**src/rtl/ptp_pkg.sv**
```systemverilog
// ptp_pkg: shared constants and FSM state type for the PTP Sync transmitter
// Holds the Ethernet/PTP field constants, packet-bus word markers and the
// word-sequencer state enum used by ptp_sync_tx.
package ptp_pkg;
    localparam logic [15:0] PTP_ETHERTYPE = 16'h88F7;
    localparam logic [47:0] PTP_DA_MCAST  = 48'h011B19000000;
    localparam logic [3:0]  MSG_SYNC      = 4'h0;
    localparam logic [7:0]  PTP_VERSION   = 8'h02;
    localparam logic [15:0] SYNC_MSG_LEN  = 16'h002C;
    localparam logic [1:0]  MARK_HEAD     = 2'b01;
    localparam logic [1:0]  MARK_MID      = 2'b11;
    localparam logic [1:0]  MARK_TAIL     = 2'b10;
    typedef enum logic [2:0] {IDLE, W0, W1, W2, W3} state_t;
endpackage

```
**src/rtl/ptp_sync_tx_if.sv**
```systemverilog
// ptp_sync_tx_if: 134-bit packet-bus output channel with backpressure
// tx_ready             downstream not-almost-full
// pktout_data_wr       data word strobe
// pktout_data          {marker[1:0], invalid_bytes[3:0], data[127:0]}
// pktout_data_valid_wr pulses with the tail word
// pktout_data_valid    frame-good flag
interface ptp_sync_tx_if;
    logic         tx_ready;
    logic         pktout_data_wr;
    logic [133:0] pktout_data;
    logic         pktout_data_valid_wr;
    logic         pktout_data_valid;
    modport master (input tx_ready, output pktout_data_wr, pktout_data, pktout_data_valid_wr, pktout_data_valid);
    modport slave (output tx_ready, input pktout_data_wr, pktout_data, pktout_data_valid_wr, pktout_data_valid);
endinterface

```
**src/rtl/ptp_interval_timer.sv**
```systemverilog
// ptp_interval_timer: Sync trigger timer with pending flag and overrun counter
// clk, rst_n      clock, async active-low reset
// sync_en         global enable
// sync_interval   cycles between triggers, 0 disables
// device_role     current PTP role, counts only when MASTER_ROLE
// done            frame completion, clears pending
// tc              terminal count this cycle
// pending         a frame is owed
// overrun_cnt     triggers lost while pending, saturating
module ptp_interval_timer #(
    parameter logic [1:0] MASTER_ROLE = 2'b01
) (
    input  logic        clk,
    input  logic        rst_n,
    input  logic        sync_en,
    input  logic [31:0] sync_interval,
    input  logic [1:0]  device_role,
    input  logic        done,
    output logic        tc,
    output logic        pending,
    output logic [15:0] overrun_cnt
);
    logic [31:0] cnt;
    logic        active;
    assign active = sync_en && device_role == MASTER_ROLE && sync_interval != 32'd0;
    // >= keeps the counter from running past a shortened interval
    assign tc = active && cnt >= sync_interval - 32'd1;
    always_ff @(posedge clk or negedge rst_n) begin
        if (!rst_n) begin
            cnt         <= '0;
            pending     <= 1'b0;
            overrun_cnt <= '0;
        end else begin
            cnt     <= (active && !tc) ? cnt + 32'd1 : 32'd0;
            // a trigger coinciding with completion re-arms instead of counting as lost
            pending <= tc || (pending && !done);
            if (tc && pending && !done && overrun_cnt != 16'hFFFF)
                overrun_cnt <= overrun_cnt + 16'd1;
        end
    end
endmodule

```
**src/rtl/ptp_sync_tx.sv**
```systemverilog
// ptp_sync_tx: periodic IEEE 1588 Sync frame generator on the 134-bit packet bus
// clk, rst_n      clock, async active-low reset
// sync_en         global enable, sampled at frame start
// sync_interval   cycles between Sync triggers, 0 disables
// device_mac      source MAC / clock identity seed, latched at frame start
// device_role     PTP role, frames only when MASTER_ROLE
// precision_time  local time, latched when the head word leaves
// overrun_cnt     triggers lost while a frame was pending
// bus             packet-bus master (ptp_sync_tx_if)
// PTP_SYNC_TWO_STEP_EN: two-step mode, adds tx_ts_valid/tx_ts and zeroes the inline timestamp
module ptp_sync_tx
    import ptp_pkg::*;
#(
    parameter logic [1:0]  MASTER_ROLE = 2'b01,
    parameter logic [15:0] SEQ_INIT    = 16'h0000
) (
    input  logic          clk,
    input  logic          rst_n,
    input  logic          sync_en,
    input  logic [31:0]   sync_interval,
    input  logic [47:0]   device_mac,
    input  logic [1:0]    device_role,
    input  logic [47:0]   precision_time,
    output logic [15:0]   overrun_cnt,
`ifdef PTP_SYNC_TWO_STEP_EN
    output logic          tx_ts_valid,
    output logic [47:0]   tx_ts,
`endif
    ptp_sync_tx_if.master bus
);
    state_t       state, state_d;
    logic [15:0]  seq;
    logic [47:0]  mac_l, ts_l, ts_field;
    logic [15:0]  flags;
    logic         tc, pending, done, start, wr_d, vwr_d;
    logic [133:0] data_d;
    logic [127:0] w0, w1, w2, w3;

    ptp_interval_timer #(.MASTER_ROLE(MASTER_ROLE)) u_timer (
        .clk(clk), .rst_n(rst_n), .sync_en(sync_en), .sync_interval(sync_interval),
        .device_role(device_role), .done(done), .tc(tc), .pending(pending),
        .overrun_cnt(overrun_cnt)
    );

`ifdef PTP_SYNC_TWO_STEP_EN
    assign flags    = 16'h0200;
    assign ts_field = '0;
`else
    assign flags    = 16'h0000;
    assign ts_field = ts_l;
`endif

    // state Wn means word n is on the bus this cycle; W3 is the tail cycle
    assign done  = state == W3;
    // a trigger this cycle starts the frame directly so the head follows terminal count by one cycle
    assign start = state == IDLE && (pending || tc) && bus.tx_ready && sync_en && device_role == MASTER_ROLE;

    assign w0 = {PTP_DA_MCAST, device_mac, PTP_ETHERTYPE, 4'h0, MSG_SYNC, PTP_VERSION};
    assign w1 = {SYNC_MSG_LEN, 8'h00, 8'h00, flags, 64'd0, 16'd0};
    assign w2 = {16'd0, mac_l[47:24], 16'hFFFE, mac_l[23:0], 16'h0001, seq, 8'h00, 8'h00};
    assign w3 = {32'd0, ts_field, 16'd0, 32'd0};

    always_ff @(posedge clk or negedge rst_n) begin
        if (!rst_n) state <= IDLE;
        else state <= state_d;
    end

    always_comb begin
        state_d = state;
        wr_d    = 1'b0;
        vwr_d   = 1'b0;
        data_d  = bus.pktout_data;
        case (state)
            IDLE: if (start) begin
                state_d = W0;
                wr_d    = 1'b1;
                data_d  = {MARK_HEAD, 4'd0, w0};
            end
            W0: if (bus.tx_ready) begin
                state_d = W1;
                wr_d    = 1'b1;
                data_d  = {MARK_MID, 4'd0, w1};
            end
            W1: if (bus.tx_ready) begin
                state_d = W2;
                wr_d    = 1'b1;
                data_d  = {MARK_MID, 4'd0, w2};
            end
            W2: if (bus.tx_ready) begin
                state_d = W3;
                wr_d    = 1'b1;
                vwr_d   = 1'b1;
                data_d  = {MARK_TAIL, 4'd4, w3};
            end
            default: state_d = IDLE;
        endcase
    end

    always_ff @(posedge clk or negedge rst_n) begin
        if (!rst_n) begin
            seq                      <= SEQ_INIT;
            mac_l                    <= '0;
            ts_l                     <= '0;
            bus.pktout_data_wr       <= 1'b0;
            bus.pktout_data          <= '0;
            bus.pktout_data_valid_wr <= 1'b0;
            bus.pktout_data_valid    <= 1'b0;
        end else begin
            bus.pktout_data_wr       <= wr_d;
            bus.pktout_data          <= data_d;
            bus.pktout_data_valid_wr <= vwr_d;
            bus.pktout_data_valid    <= vwr_d;
            if (start) begin
                mac_l <= device_mac;
                ts_l  <= precision_time;
            end
            if (done) seq <= seq + 16'd1;
        end
    end

`ifdef PTP_SYNC_TWO_STEP_EN
    always_ff @(posedge clk or negedge rst_n) begin
        if (!rst_n) begin
            tx_ts_valid <= 1'b0;
            tx_ts       <= '0;
        end else begin
            tx_ts_valid <= vwr_d;
            if (vwr_d) tx_ts <= ts_l;
        end
    end
`endif
endmodule

```
**src/flat_wrapper.sv**
```systemverilog
// flat-port wrapper written by rule: the top's interface ports become plain ports
module ptp_sync_tx_flat import ptp_pkg::*;
#(
    parameter logic [1:0]  MASTER_ROLE = 2'b01,
    parameter logic [15:0] SEQ_INIT    = 16'h0000
)
  (clk, rst_n, sync_en, sync_interval, device_mac, device_role, precision_time, overrun_cnt, bus_tx_ready, bus_pktout_data_wr, bus_pktout_data, bus_pktout_data_valid_wr, bus_pktout_data_valid);
  ptp_sync_tx_if bus_i ();
  input  logic clk;
  input  logic rst_n;
  input  logic sync_en;
  input  logic [31:0] sync_interval;
  input  logic [47:0] device_mac;
  input  logic [1:0] device_role;
  input  logic [47:0] precision_time;
  output logic [15:0] overrun_cnt;
  input wire logic [$bits(bus_i.tx_ready)-1:0] bus_tx_ready;
  output wire logic [$bits(bus_i.pktout_data_wr)-1:0] bus_pktout_data_wr;
  output wire logic [$bits(bus_i.pktout_data)-1:0] bus_pktout_data;
  output wire logic [$bits(bus_i.pktout_data_valid_wr)-1:0] bus_pktout_data_valid_wr;
  output wire logic [$bits(bus_i.pktout_data_valid)-1:0] bus_pktout_data_valid;
  assign bus_i.tx_ready = bus_tx_ready;
  assign bus_pktout_data_wr = bus_i.pktout_data_wr;
  assign bus_pktout_data = bus_i.pktout_data;
  assign bus_pktout_data_valid_wr = bus_i.pktout_data_valid_wr;
  assign bus_pktout_data_valid = bus_i.pktout_data_valid;
  ptp_sync_tx #(.MASTER_ROLE(MASTER_ROLE), .SEQ_INIT(SEQ_INIT)) u_core (.clk(clk), .rst_n(rst_n), .sync_en(sync_en), .sync_interval(sync_interval), .device_mac(device_mac), .device_role(device_role), .precision_time(precision_time), .overrun_cnt(overrun_cnt), .bus(bus_i));
endmodule
```
**config.mk**
```make
export PLATFORM = sky130hd
export DESIGN_NAME = ptp_sync_tx_flat
export DESIGN_NICKNAME = d
export VERILOG_FILES = /design/src/rtl/ptp_pkg.sv /design/src/rtl/ptp_sync_tx_if.sv /design/src/rtl/ptp_interval_timer.sv /design/src/rtl/ptp_sync_tx.sv /design/src/flat_wrapper.sv
export SDC_FILE = /design/constraint.sdc
export NUM_CORES = 1
export LEC_CHECK = 0
export ABC_AREA = 1
export CORE_ASPECT_RATIO = 1.2
export CORE_MARGIN = 10
export CORE_UTILIZATION = 55
export DETAILED_ROUTE_END_ITERATION = 8
export DONT_BUFFER_PORTS = 1
export HOLD_SLACK_MARGIN = 0.06
export PLACE_DENSITY_LB_ADDON = 0.08
export SETUP_SLACK_MARGIN = 0.15
export SLEW_MARGIN = 0
export SYNTH_ARGS = -nofsm -noshare
export SYNTH_HDL_FRONTEND = slang
export SYNTH_SLANG_ARGS = --single-unit
```
**constraint.sdc**
```tcl
create_clock -name clk -period 3.2 [get_ports clk]
set_input_delay 0.48 -clock clk [delete_from_list [all_inputs] [get_ports clk]]
set_output_delay 0.48 -clock clk [all_outputs]
set_load 0.1 [all_outputs]
```
==> results.toml, run 1 <==
[status]
status = "complete, but fails checks"
violations = "hold timing"

[routing]
firstDrtPassIters = 5
drcViolationCount = 0
routed-via-count = 11800
wl_per_cell_um = 18.4
postRouteAntennaNets = 0
viasPerCell = 5.44
drt-total-wl_mm = 39.9
drtIter0Drc = 1005

[grt]
grt_util_all_layers = 0.224
grt_pass1_vias = 11400
grt_overflow = 0
grt_pass1_wl_mm = 61.2
grt_max_degree = 269
antenna_found_initial = 0

[placement]
dp_hpwl_mm = 27.4
place_area_um2 = 14800
gp_congestion = 0.912
port_buffers = 0
place_ws_ns = -0.416

[timing]
tightestPinTransition_ns = 1.04
slew_headroom = 0.310
fin_ws_ns = 0.301
min_period_ns = 2.90
timing.final.crit_share = 0.906
final_hold_viol_count = 268
whs_ns = -0.367
fmax_mhz = 345
setup_viol = 0
slew_viol_final = 0
clock-skew-final_ns = 0.0166
rsz0062_at_grt = "yes"

[yosys]
synth_area_um2 = 14000
netlist_top_cells_area = "dfrtp_1, nand2_1, nand3_1"
synth_warnings = 0
synth_top_area_frac = 0.478
postSynth.asyncResetShare = 1.00
synth_edf_count = 0
syn_avg_cell_area_um2 = 7.89
synthFlopType = "dfrtp_1"
seq_area_frac_synth = 0.478
ys_seq_elements = 268
synthCells = 1779
synth_cell_types = 39
yosysTopAreaCell = "dfrtp_1"

[die]
ios = 287
rows = 64
coreArea_um2 = 25300
start_util = 0.554
die_h_um = 195
die_area_um2 = 32300
die-width_um = 166

[hold_path]
min_path_type = "in -> async"

[final_layout]
nets = 1988
final_area_um2 = 16600
fillerInstances = 2187
area_delta_synth_final_pct = 18.4
diodes = 0
final_layout_size_suffix_gt1_frac = 0.145

[worst_setup_path]
startpoint_type = "primary input"
crit_fanout = 6
cp-end-kind = "flop"
worstSetupPathType = "in -> reg"
worstReg2RegEnd = "u_core.bus.pktout_data[95]"
rr_startpoint = "u_core.u_timer.cnt[11]"
crit_required_ns = 3.62
ff2ff_setup_slack_ns = 0.73
arrival_ns = 3.32
rr_worst_depth = 17

[pwr]
p_per_area_nw_per_um2 = 1020
p_sw_frac = 0.523
p_leak_nw = 8.22
seq_power_share = 0.515
p_comb_frac = 0.297
internal-power_w = 0.00809
ir_worst_vdd_mv = 0.866
switchingPower_w = 0.00889
clkPwrFrac = 0.188

[run]
drv_cap = 0

[clocking]
cts_max_level = 1
path_clk_slew_ns = 0.06
cts_buffers = 27
root_buffer = "clkbuf_16"
clk_latency_ns = 0.55
cts_hold_buf = 8
cts_tree = "yes"
clock-sinks = 268
clockBufferDepth = 3
stage by stage:
stage	power (W)	setup TNS (ns)	instances	util
after global placement	0.0127	-52.93	2093	0.585
after floorplan	0.0115	-19.68	1805	-
final	0.0170	0	2167	0.656
after detailed placement	0.0128	-71.83	2093	0.585
after global routing	0.0178	0	2167	0.656
after CTS	0.0160	0	2149	0.624
layer usage:
metal	GRT usage	vias to the layer above	share of wire
met5	0	-	0
met4	0.0683	0	0.029
met3	0.0545	66	0.083
met2	0.366	387	0.48
met1	0.289	5610	0.40
li1	-	5721	-
sequential cells by signal (all words and copies together) (netlist names):
register                         cells
u_core.bus.pktout_data_valid_wr      1
u_core.bus.pktout_data_wr            1
u_core.bus.pktout_data             102
u_core.state                         3
u_core.seq                          16
u_core.mac_l                        48
u_core.ts_field                     48
u_core.u_timer.pending               1
u_core.u_timer.overrun_cnt          16
u_core.u_timer.cnt                  32
cell usage in the layout, fill, tap and decap left out, drive strengths merged, types with 48 or more instances in the layout:
cell / instances
nand3: 197
xor2: 49
o21ai: 65
a21oi: 65
buf: 83
nor2: 187
inv: 173
nand2: 482
clkbuf: 48
dfrtp: 268
cells in the mapped netlist, types with 2 or more instances:
library cell  count
a21o_1            2
a21oi_1          65
and3_1            3
buf_1             3
buf_2            23
buf_4            36
buf_6             8
clkbuf_1         49
dfrtp_1         268
ha_1             36
inv_1           171
inv_2             3
nand2_1         475
nand2_2           4
nand3_1         197
nand4_1          29
nor2_1          184
nor2_2            2
nor3_1           37
nor3_2            6
nor3b_1           5
nor4_1            5
o211ai_1         10
o21ai_0          65
o221ai_1          7
o22ai_1           2
or2_2             2
xnor2_1          23
xor2_1           49
critical path, cell delays in order:
cell and delay, ns:
clkinv_8 0.02, ha_4 0.14, nand3_4 0.08, inv_2 0.06, nand4_1 0.12, nor2_2 0.15
nand2_2 0.11, nor3_2 0.22, xor2_1 0.15, inv_1 0.09, ha_4 0.27, nand2_4 0.05
nor2_4 0.08, nand4_1 0.11, nor2_1 0.12, nand2_1 0.08, nand2_2 0.10, nand2_2 0.06
nand2_2 0.11, nand2_4 0.08, nand2_8 0.13, nand2_8 0.12, clkbuf_16 0.23, nand2_4 0.05
nand2_1 0.08
worst max path at each step:
stage	from	to	slack, ns	cells past startpoint
6_report	sync_interval[1]	u_core.bus.pktout_data[95]	0.30	25
3_5_place_dp	sync_interval[2]	u_core.bus.pktout_data[47]	-0.42	23
4_1_cts	sync_interval[2]	u_core.bus.pktout_data[42]	0.14	23
3_3_place_gp	sync_interval[0]	u_core.bus.pktout_data[97]	-0.30	26
5_1_grt	sync_interval[2]	u_core.mac_l[13]	0.05	23
2_1_floorplan	sync_interval[2]	u_core.bus.pktout_data[115]	-0.15	24
power by group through the flow:
stage          Combinational (W)  Sequential [W]  Clock [W]
2_1_floorplan            0.00314         0.00840          0
3_3_place_gp             0.00395         0.00874          0
3_5_place_dp             0.00405         0.00876          0
4_1_cts                  0.00407         0.00870    0.00324
5_1_grt                  0.00556         0.00887    0.00338
6_report                 0.00504         0.00875    0.00319
what timing repair did:
action,4_1_cts,5_1_grt
endpoints found under the setup margin,1,217
resized for setup,0,132
cloned,0,15
hold endpoints to repair,276,268
pin swaps,0,61
buffers inserted,0,3
area by class of cell:
| type | instances | area [µm²] | area share |
|---|---|---|---|
| clock inverters | 10 | 118 | 0.00708 |
| flip-flops and latches | 268 | 6710 | 0.404 |
| well taps | 330 | 413 | 0.0249 |
| clock buffers | 38 | 777 | 0.0468 |
| multi-input cells | 1245 | 6680 | 0.402 |
| inverters | 175 | 696 | 0.0419 |
| repair buffers | 101 | 1210 | 0.0731 |
logic make-up (layout without fill, tap and decap cells):
group / Yosys count / in the layout / share of synthesized area
xor gates and xnor gates: 72 / 72 / 0.0449
AOI/OAI and AO/OA: 155 / 155 / 0.0603
buffers and inverters: 294 / 324 / 0.0946
other: 1 / 27 / 0.000267
DFF: 268 / 268 / 0.478
and+or+nand+nor: 953 / 955 / 0.290
adders and majority gates: 36 / 36 / 0.0321
(Power assumes the default switching activity.)
==> run 2: changes to the inputs <==
--- a/config.mk
+++ b/config.mk
@@ -11,7 +11,7 @@
 export CORE_UTILIZATION = 55
 export DETAILED_ROUTE_END_ITERATION = 8
 export DONT_BUFFER_PORTS = 1
-export HOLD_SLACK_MARGIN = 0.06
+export HOLD_SLACK_MARGIN = 0.08
 export PLACE_DENSITY_LB_ADDON = 0.08
 export SETUP_SLACK_MARGIN = 0.15
 export SLEW_MARGIN = 0
==> results.toml, run 2 (synthesis gave the netlist of run 1 again) <==
[status]
status = "complete, but fails checks"
violations = "hold timing"

[worst_setup_path]
crit_cells = 25
slowest_delay_ns = 0.27
path_buf_inv = 4
crit_family = "simple AND/OR/NAND/NOR gates"
slowest_stage = "ha_4"
rr_worst_depth = 17
timing.critical_path.mode_cell = "nand2_2"
startpoint_type = "primary input"
arrival_ns = 3.34
cp-end-kind = "flop"
crit_fanout = 13
worstSetupPathType = "in -> reg"
crit_required_ns = 3.64

[final_layout]
layout_common_cells = "nand2_1, dfrtp_1, nand3_1, nor2_1, inv_1"
final_layout_size_suffix_gt1_frac = 0.142
final_common_cell = "nand2_1"
regMostFlops = "u_core.bus.pktout_data"
largest_reg_flops = 102
area_delta_synth_final_pct = 20.3
nets = 2015

[routing]
wl_per_cell_um = 18.5
firstDrtPassIters = 6
routed-via-count = 12000
drtIter0Drc = 1055
postRouteAntennaNets = 0
drcViolationCount = 0
drt-total-wl_mm = 40.6
viasPerCell = 5.45

[die]
rows = 64
die_h_um = 195
die_area_um2 = 32300
die-width_um = 166
coreArea_um2 = 25300
ios = 287
start_util = 0.554

[grt]
antenna_found_initial = 2
grt_pass1_wl_mm = 62.2
grt_max_degree = 269
grt_overflow = 0
grt_pass1_vias = 11600
grt_util_all_layers = 0.228

[pwr]
seq_power_share = 0.513
ir_worst_vdd_mv = 0.883
clkPwrFrac = 0.187
internal-power_w = 0.00812
p_leak_nw = 8.33
power_w = 0.0170
p_comb_frac = 0.299
switchingPower_w = 0.00893
p_per_area_nw_per_um2 = 1010
p_sw_frac = 0.524

[timing]
slew_headroom = 0.311
timing.final.crit_share = 0.908
min_period_ns = 2.91
whs_ns = -0.368
fin_ws_ns = 0.295
slew_viol_final = 0
final_hold_viol_count = 268
clock-skew-final_ns = 0.0177
setup_viol = 0
tightestPinTransition_ns = 1.03
fmax_mhz = 344
rsz0062_at_grt = "yes"

[clocking]
clockBufferDepth = 3
path_clk_slew_ns = 0.06
cts_tree = "yes"
root_buffer = "clkbuf_16"
cts_hold_buf = 35
clock-sinks = 268
clk_latency_ns = 0.55
cts_max_level = 1
cts_buffers = 27

[placement]
gp_congestion = 0.912
place_ws_ns = -0.416
dp_hpwl_mm = 27.4
port_buffers = 0

[hold_path]
min_path_type = "in -> async"

[run]
drv_cap = 0
-- run 2: stage by stage --
step	hold slack (ns)	cell area, µm²	cells	setup TNS (ns)	util
floorplan	0.184	14300	1805	-19.68	-
global placement	0.194	14800	2093	-52.93	0.585
detailed placement	0.197	14800	2093	-71.83	0.585
CTS	-0.377	16100	2176	0	0.635
global route	-0.383	16900	2195	0	0.667
finish	-0.368	16900	2195	0	0.667
-- run 2: path summary, 6_finish.rpt --
check	startpoint	end	slack [ns]
hold reg to reg	u_core.mac_l[24]	u_core.mac_l[24]	0.47
setup / recovery	sync_interval[1]	u_core.bus.pktout_data[42]	0.29
setup reg to reg	u_core.u_timer.cnt[11]	u_core.bus.pktout_data[42]	0.72
hold / removal	rst_n	u_core.u_timer.overrun_cnt[0]	-0.37
max in group asynchronous	rst_n	u_core.bus.pktout_data[120]	2.77
min in group clk	precision_time[16]	u_core.ts_field[16]	0.09
-- run 2: power groups by stage --
stage                     Clock [W]  Sequential [W]  Combinational [W]
after floorplan                   0         0.00840            0.00314
after detailed placement          0         0.00876            0.00405
final                       0.00319         0.00875            0.00510
after CTS                   0.00324         0.00870            0.00410
after global routing        0.00338         0.00886            0.00561
after global placement            0         0.00874            0.00395
-- run 2: metal layers --
layer / global-route usage / share of wire
met2: 0.369 / 0.48
met5: 0 / 0.00017
met1: 0.292 / 0.41
met4: 0.0802 / 0.033
met3: 0.0547 / 0.079
-- run 2: area by class of cell --
cell class,instances,area [µm²]
clock inverter,10,118
multi-input combinational,1245,6670
clock buffer,38,777
tap,330,413
inverter,175,696
timing repair buffer,128,1490
sequential,268,6710
antenna,1,2.50
fill,2140,8430
-- run 2: repair_timing --
action / in CTS / in global routing
endpoints found under the hold margin: 303 / 268
setup endpoints to repair: 1 / 217
gates resized for setup: 0 / 130
gates cloned: 0 / 15
pin swaps: 0 / 62
buffers inserted: 0 / 3
==> run 3: changes to the inputs <==
--- a/config.mk
+++ b/config.mk
@@ -14,7 +14,8 @@
 export HOLD_SLACK_MARGIN = 0.08
 export PLACE_DENSITY_LB_ADDON = 0.08
 export SETUP_SLACK_MARGIN = 0.15
-export SLEW_MARGIN = 0
+export SKIP_LAST_GASP = 1
+export SLEW_MARGIN = 30
 export SYNTH_ARGS = -nofsm -noshare
 export SYNTH_HDL_FRONTEND = slang
 export SYNTH_SLANG_ARGS = --single-unit
==> results of run 3 <==
Final layout, timing and power as in run 2 (identical DEF).
